`config.mk`:
```
export PLATFORM = sky130hd
export DESIGN_NAME = z80_io_responder
export DESIGN_NICKNAME = d
export VERILOG_FILES = /design/src/rtl/z80_bus_pkg.sv /design/src/rtl/z80_io_regfile.sv /design/src/rtl/z80_io_responder.sv
export SDC_FILE = /design/constraint.sdc
export NUM_CORES = 1
export LEC_CHECK = 0
export BUFFER_PORTS_ARGS = -buffer_cell sky130_fd_sc_hd__buf_2
export CAP_MARGIN = 10
export CORE_ASPECT_RATIO = 2
export CORE_MARGIN = 3
export CORE_UTILIZATION = 50
export CTS_CLUSTER_DIAMETER = 200
export CTS_CLUSTER_SIZE = 14
export DETAILED_ROUTE_END_ITERATION = 16
export GPL_TIMING_DRIVEN = 0
export PLACE_DENSITY = 0.73
export SLEW_MARGIN = 20
export SYNTH_ARGS = -nofsm -noshare
export SYNTH_HDL_FRONTEND = slang
export SYNTH_SLANG_ARGS = --single-unit
export TNS_END_PERCENT = 10
```
`constraint.sdc`:
```
create_clock -name eclk -period 1.9 [get_ports eclk]
set_input_delay 0.19 -clock eclk [delete_from_list [all_inputs] [get_ports eclk]]
set_output_delay 0.19 -clock eclk [all_outputs]
set_load 0.005 [all_outputs]
```
`src/rtl/z80_bus_pkg.sv`:
```
// rtl/z80_bus_pkg.sv - shared FSM state, register offsets and bit positions for the Z80 I/O responder
package z80_bus_pkg;

    typedef enum logic [1:0] {
        IDLE   = 2'd0,
        WAIT   = 2'd1,
        ACCESS = 2'd2,
        INTACK = 2'd3
    } io_state_t;

    localparam logic [1:0] REG_SCR0 = 2'd0;
    localparam logic [1:0] REG_SCR1 = 2'd1;
    localparam logic [1:0] REG_CTRL = 2'd2;
    localparam logic [1:0] REG_STAT = 2'd3;

    localparam int CTRL_IE = 0;
    localparam int STAT_IP = 0;

endpackage

```
`src/rtl/z80_io_regfile.sv`:
```
// rtl/z80_io_regfile.sv - 4x8 register file (scratch, CTRL.IE, STAT.IP W1C); _int gated by Z80_IO_INTACK_EN
module z80_io_regfile
    import z80_bus_pkg::*;
(
    input  logic       eclk,    // system clock
    input  logic       ereset,  // asynchronous, active-high
    input  logic       we,      // one-cycle write commit
    input  logic [1:0] waddr,
    input  logic [7:0] wdata,
    input  logic [1:0] raddr,
    input  logic       set_ip,  // level from ext_irq
    input  logic       clr_ip,  // interrupt acknowledge entry
    output logic [7:0] rdata,
    output logic       int_n    // active-low interrupt request
);

    logic [7:0] scr0;
    logic [7:0] scr1;
    logic       ie;
    logic       ip;
    logic       w1c;

    assign w1c = we && (waddr == REG_STAT) && wdata[STAT_IP];

    always_ff @(posedge eclk or posedge ereset) begin
        if (ereset) begin
            scr0 <= 8'h00;
            scr1 <= 8'h00;
            ie   <= 1'b0;
            ip   <= 1'b0;
        end else begin
            if (we && waddr == REG_SCR0) scr0 <= wdata;
            if (we && waddr == REG_SCR1) scr1 <= wdata;
            if (we && waddr == REG_CTRL) ie   <= wdata[CTRL_IE];
            // A pending source beats any clear landing in the same cycle.
            if (set_ip)              ip <= 1'b1;
            else if (w1c || clr_ip)  ip <= 1'b0;
        end
    end

    always_comb begin
        rdata = 8'h00;
        case (raddr)
            REG_SCR0: rdata = scr0;
            REG_SCR1: rdata = scr1;
            REG_CTRL: rdata[CTRL_IE] = ie;
            REG_STAT: rdata[STAT_IP] = ip;
            default:  rdata = 8'h00;
        endcase
    end

`ifdef Z80_IO_INTACK_EN
    assign int_n = ~(ie & ip);
`else
    assign int_n = 1'b1;
`endif

endmodule

```
`src/rtl/z80_io_responder.sv`:
```
// rtl/z80_io_responder.sv - Z80 I/O-space responder with wait states and mode-2 vector; intack via Z80_IO_INTACK_EN
module z80_io_responder
    import z80_bus_pkg::*;
#(
    parameter logic [7:0]  PORT_BASE   = 8'h10,
    parameter int unsigned WAIT_STATES = 1,
    parameter logic [7:0]  INT_VECTOR  = 8'hE0
) (
    input  logic       eclk,     // system clock
    input  logic       ereset,   // asynchronous, active-high
    input  logic       clk,      // CPU clock level
    input  logic [7:0] ab,       // I/O port address
    input  logic [7:0] cpu_do,   // CPU write data
    input  logic       _m1,
    input  logic       _iorq,
    input  logic       _rd,
    input  logic       _wr,
    input  logic       ext_irq,
    output logic [7:0] db_drv,   // data toward CPU
    output logic       db_oe,
    output logic       _wait,
    output logic       _int
);

    localparam logic [2:0] WS_LAST = 3'(WAIT_STATES - 1);

    io_state_t  state;
    logic       clk_q;
    logic [2:0] wait_cnt;
    logic [1:0] addr_q;
    logic       wr_pend;

    logic       cpu_rise;
    logic       hit;
    logic       intack;
    logic       we;
    logic       clr_ack;
    logic [1:0] raddr;
    logic [7:0] rdata;

    assign cpu_rise = clk & ~clk_q;
    assign hit      = ~_iorq & _m1 & (ab[7:2] == PORT_BASE[7:2]) & (~_rd | ~_wr);

`ifdef Z80_IO_INTACK_EN
    assign intack = ~_iorq & ~_m1;
`else
    assign intack = 1'b0;
`endif

    // Commit exactly once, on the first cycle the CPU drops either strobe.
    assign we      = (state == ACCESS) & wr_pend & (_wr | _iorq);
    assign clr_ack = (state == IDLE) & intack;
    // Address is live on the bus while idle; held from the hit afterwards.
    assign raddr   = (state == IDLE) ? ab[1:0] : addr_q;

    z80_io_regfile u_regfile (
        .eclk   (eclk),
        .ereset (ereset),
        .we     (we),
        .waddr  (addr_q),
        .wdata  (cpu_do),
        .raddr  (raddr),
        .set_ip (ext_irq),
        .clr_ip (clr_ack),
        .rdata  (rdata),
        .int_n  (_int)
    );

    always_ff @(posedge eclk or posedge ereset) begin
        if (ereset) begin
            state    <= IDLE;
            clk_q    <= 1'b0;
            wait_cnt <= 3'd0;
            addr_q   <= 2'd0;
            wr_pend  <= 1'b0;
            db_drv   <= 8'h00;
            db_oe    <= 1'b0;
            _wait    <= 1'b1;
        end else begin
            clk_q <= clk;
            if (_iorq) begin
                state    <= IDLE;
                wait_cnt <= 3'd0;
                wr_pend  <= 1'b0;
                db_drv   <= 8'h00;
                db_oe    <= 1'b0;
                _wait    <= 1'b1;
            end else begin
                case (state)
                    IDLE: begin
                        if (hit) begin
                            addr_q   <= ab[1:0];
                            wr_pend  <= ~_wr;
                            db_drv   <= rdata;
                            db_oe    <= ~_rd;
                            wait_cnt <= 3'd0;
                            if (WAIT_STATES != 0) begin
                                state <= WAIT;
                                _wait <= 1'b0;
                            end else begin
                                state <= ACCESS;
                            end
                        end else if (intack) begin
                            state  <= INTACK;
                            db_drv <= INT_VECTOR;
                            db_oe  <= 1'b1;
                        end
                    end
                    WAIT: begin
                        // Keep read data on the bus so it is settled before _wait releases.
                        db_drv <= rdata;
                        db_oe  <= ~_rd;
                        if (cpu_rise) begin
                            if (wait_cnt == WS_LAST) begin
                                state    <= ACCESS;
                                _wait    <= 1'b1;
                                wait_cnt <= 3'd0;
                            end else begin
                                wait_cnt <= wait_cnt + 3'd1;
                            end
                        end
                    end
                    ACCESS: begin
                        db_drv <= rdata;
                        db_oe  <= ~_rd;
                        if (we) wr_pend <= 1'b0;
                    end
                    INTACK: begin
                        db_drv <= INT_VECTOR;
                        db_oe  <= 1'b1;
                    end
                    default: state <= IDLE;
                endcase
            end
        end
    end

endmodule

```
==> results_dict.tcl <==
set metrics [dict create \
    synth_flop_cell "dfrtp_1" \
    grt_use_met1_pct 21.4 \
    synth-async-reset-ratio_pct 100 \
    htreeDepth 2 \
    timing.max_cap.violations 0 \
    ios 35 \
    drtAntennaViolNets 0 \
    cts_sinks 37 \
    end_kind "register" \
    p_leak_uw 0.00105 \
    start_util_pct 52.8 \
    post_cts_buffers 0 \
    grt_pass1_wl_um 7230 \
    grt_overflow 0 \
    rows 31 \
    via_per_inst 5.98 \
    vias 1537 \
    die_h_um 93.8 \
    synthCells 168 \
    finalPower_uw 1610 \
    place_ws_ns -0.0901 \
    cp.required_ns 2.07 \
    cts_tree "yes" \
    die_x_um 49.9 \
    fillers 334 \
    grt_usage_pct 20.3 \
    synthXorXnorAreaFrac_pct 0 \
    place_congestion 0.844 \
    syn_area_um2 1930 \
    cp_data_arrival_time_ns 2.04 \
    synth_fp_nets 194 \
    drt_iter0_markers 55 \
    power.density_nw_per_um2 704 \
    synth_edf_count 0 \
    grt_pass1_vias 1584 \
    cts_buffers 5 \
    synth_seq_cells 37 \
    syn-mean-instance-area_um2 11.5 \
    worst_hold_path_type "primary input to async pin" \
    grtUsageMet2_pct 37.7 \
    wl_per_cell_um 17.5 \
    busiest_layer "met2" \
    synth-seq-area-share_pct 48.1 \
    io_buffers 32 \
    drive_above_1_share_pct 38.9 \
    detailedRoute.firstPassIterationCount 4 \
    synth_compound_area_share_pct 18.5 \
    core_area_um2 3650 \
    synth_mux_area_share_pct 12.4 \
    max-vdd-ir-drop_mv 0.766 \
    crit_fanout 10 \
    clk_path_buf_depth 2 \
    synthAdderAreaFrac_pct 1.30 \
    post-route-util_pct 62.6 \
    skew_ns 0.0122 \
    die-area_um2 4680 \
    n_antenna_cell 0 \
    final_hold_viol_count 0 \
    gr-usage-met3_pct 3.18 \
    placed_area_um2 2150 \
    status "complete, no violations" \
    period_minus_slack_ns 1.86 \
    maxSlewHeadroom_pct 49.5 \
    synth-simple-area-share_pct 15.4 \
    r2r_cells 5 \
    yosysUniqueCellTypes 51 \
    syn_to_final_growth_pct 18.5 \
    clk_latency_ns 0.29 \
    antenna_found_initial 0 \
    critPathLaunchType "register" \
    dp.final_hpwl_um 3360 \
    setup_slack_ns 0.0381 \
    grt_start_max_net_pins 38 \
    synth_top_family_by_area "compound AO/OA/AOI/OAI gates" \
    ys.warnings.count 0 \
    final_nets 233 \
    drcViolationCount 0 \
    fmax_ghz 0.537 \
    slew_violations 0 \
    root_buffer "clkbuf_8" \
    fin_crit_sh_pct 98.0 \
    clk_pin_slew_ns 0.07 \
    setup_viol 0 \
    final_cell_area_um2 2280 \
    drt_wl_total_um 4500 \
    path_class "register to register" \
    tightest_slew_ns 0.756 \
    rsz0062_at_grt "yes" \
]
[layout by cell type, fill, tap and decap left out, types with 3 or more instances in the layout]
cell      synthesis  final
inv_1             7      6
mux2_2           19     19
dfrtp_1          36     36
a22o_1            5      5
a31oi_1           3      3
a211oi_1          3      3
nand3_1           7      7
a222oi_1          3      3
clkbuf_8          0      6
nand2_1          11     11
nor2_1           11     10
a32oi_1           4      4
clkbuf_1          3      4
a21oi_1           7      7
o21ai_0           6      6
buf_2             0     32
[routing by layer]
| metal | vias to the layer above | wire, um |
|---|---|---|
| li1 | 715 | - |
| met1 | 761 | 1690 |
| met2 | 53 | 2550 |
| met3 | 8 | 177 |
| met4 | 0 | 80 |
| met5 | - | 0 |
[per-stage QoR]
stage | setup TNS, ns | hold slack (ns) | cells
detailed placement | -0.389 | 0.316 | 249
global route | -0.276 | 0.0298 | 257
CTS | 0 | 0.0246 | 257
finish | 0 | 0.0297 | 257
floorplan | 0 | 0.221 | 168
global placement | 0 | 0.310 | 249
[sequential cells by signal (all words and copies together) (netlist names), 2 cells and up]
register	cells
u_regfile.scr1	8
u_regfile.scr0	8
addr_q	2
state	2
db_drv	8
wait_cnt	3
[path summary, 6_finish.rpt]
kind / end / from / slack, ns
worst min-delay path: u_regfile.ie$_DFFE_PP0P_ / ereset / 0.03
min in group eclk: clk_q$_DFF_PP0_ / clk / 0.03
worst max-delay path: u_regfile.scr0[5]$_DFFE_PP0P_ / state[0]$_DFFE_PP0P_ / 0.04
max in group asynchronous: clk_q$_DFF_PP0_ / ereset / 1.38
worst max register to register: u_regfile.scr0[5]$_DFFE_PP0P_ / state[0]$_DFFE_PP0P_ / 0.04
worst min register to register: u_regfile.ip$_DFFE_PP0P_ / u_regfile.ip$_DFFE_PP0P_ / 0.51
[synthesized netlist by cell type, types with 2 or more instances]
cell	count	area [um2]
a21oi_1	7	35.0
nor2_1	11	41.3
dfrtp_1	36	901
inv_1	7	26.3
o21a_1	2	15.0
o31ai_1	2	15.0
nand2_1	11	41.3
o21ai_0	6	30.0
a22o_1	5	43.8
ha_1	2	25.0
a222oi_1	3	30.0
mux2_2	19	214
clkbuf_1	3	11.3
buf_6	2	22.5
a31oi_1	3	18.8
a211oi_1	3	22.5
a32oi_1	4	35.0
nand4_1	2	12.5
buf_4	2	15.0
nand3_1	7	35.0
[layout make-up]
cell class / instances / area, um2 / share of cell area [%]
well taps: 49 / 61.3 / 2.69
flip-flops and latches: 37 / 927 / 40.6
repair buffers: 32 / 160 / 7.02
clock inverters: 1 / 30.0 / 1.32
plain buffers: 8 / 53.8 / 2.36
inverters: 7 / 26.3 / 1.15
clock buffers: 7 / 86.3 / 3.78
multi-input cells: 116 / 936 / 41.0
[repair_timing]
action,4_1_cts,5_1_grt
cloned,0,0
endpoints found under the setup margin,20,18
gates resized for setup,2,2
hold buffers,0,0
pin swaps,0,1
[critical path, stage by stage, from the launching register on]
cell and delay (ns):
dfrtp_1 0.42, buf_4 0.19, nor2b_4 0.21, o211ai_4 0.15, nor3_4 0.39, mux2_2 0.39
[power by group]
group	switching (uW)	internal [uW]	total (uW)
Clock	271	428	699
Combinational	67.8	41.3	109
Sequential	5.40	792	798
[cells by family after synthesis]
| kind of cell | after synthesis |
|---|---|
| other cells | 1 |
| mux | 21 |
| flops | 37 |
| buf+inv | 15 |
| compound gates | 46 |
| fa+ha+maj | 2 |
| simple gates | 46 |
Note: power is estimated with default switching activity, not from simulation.
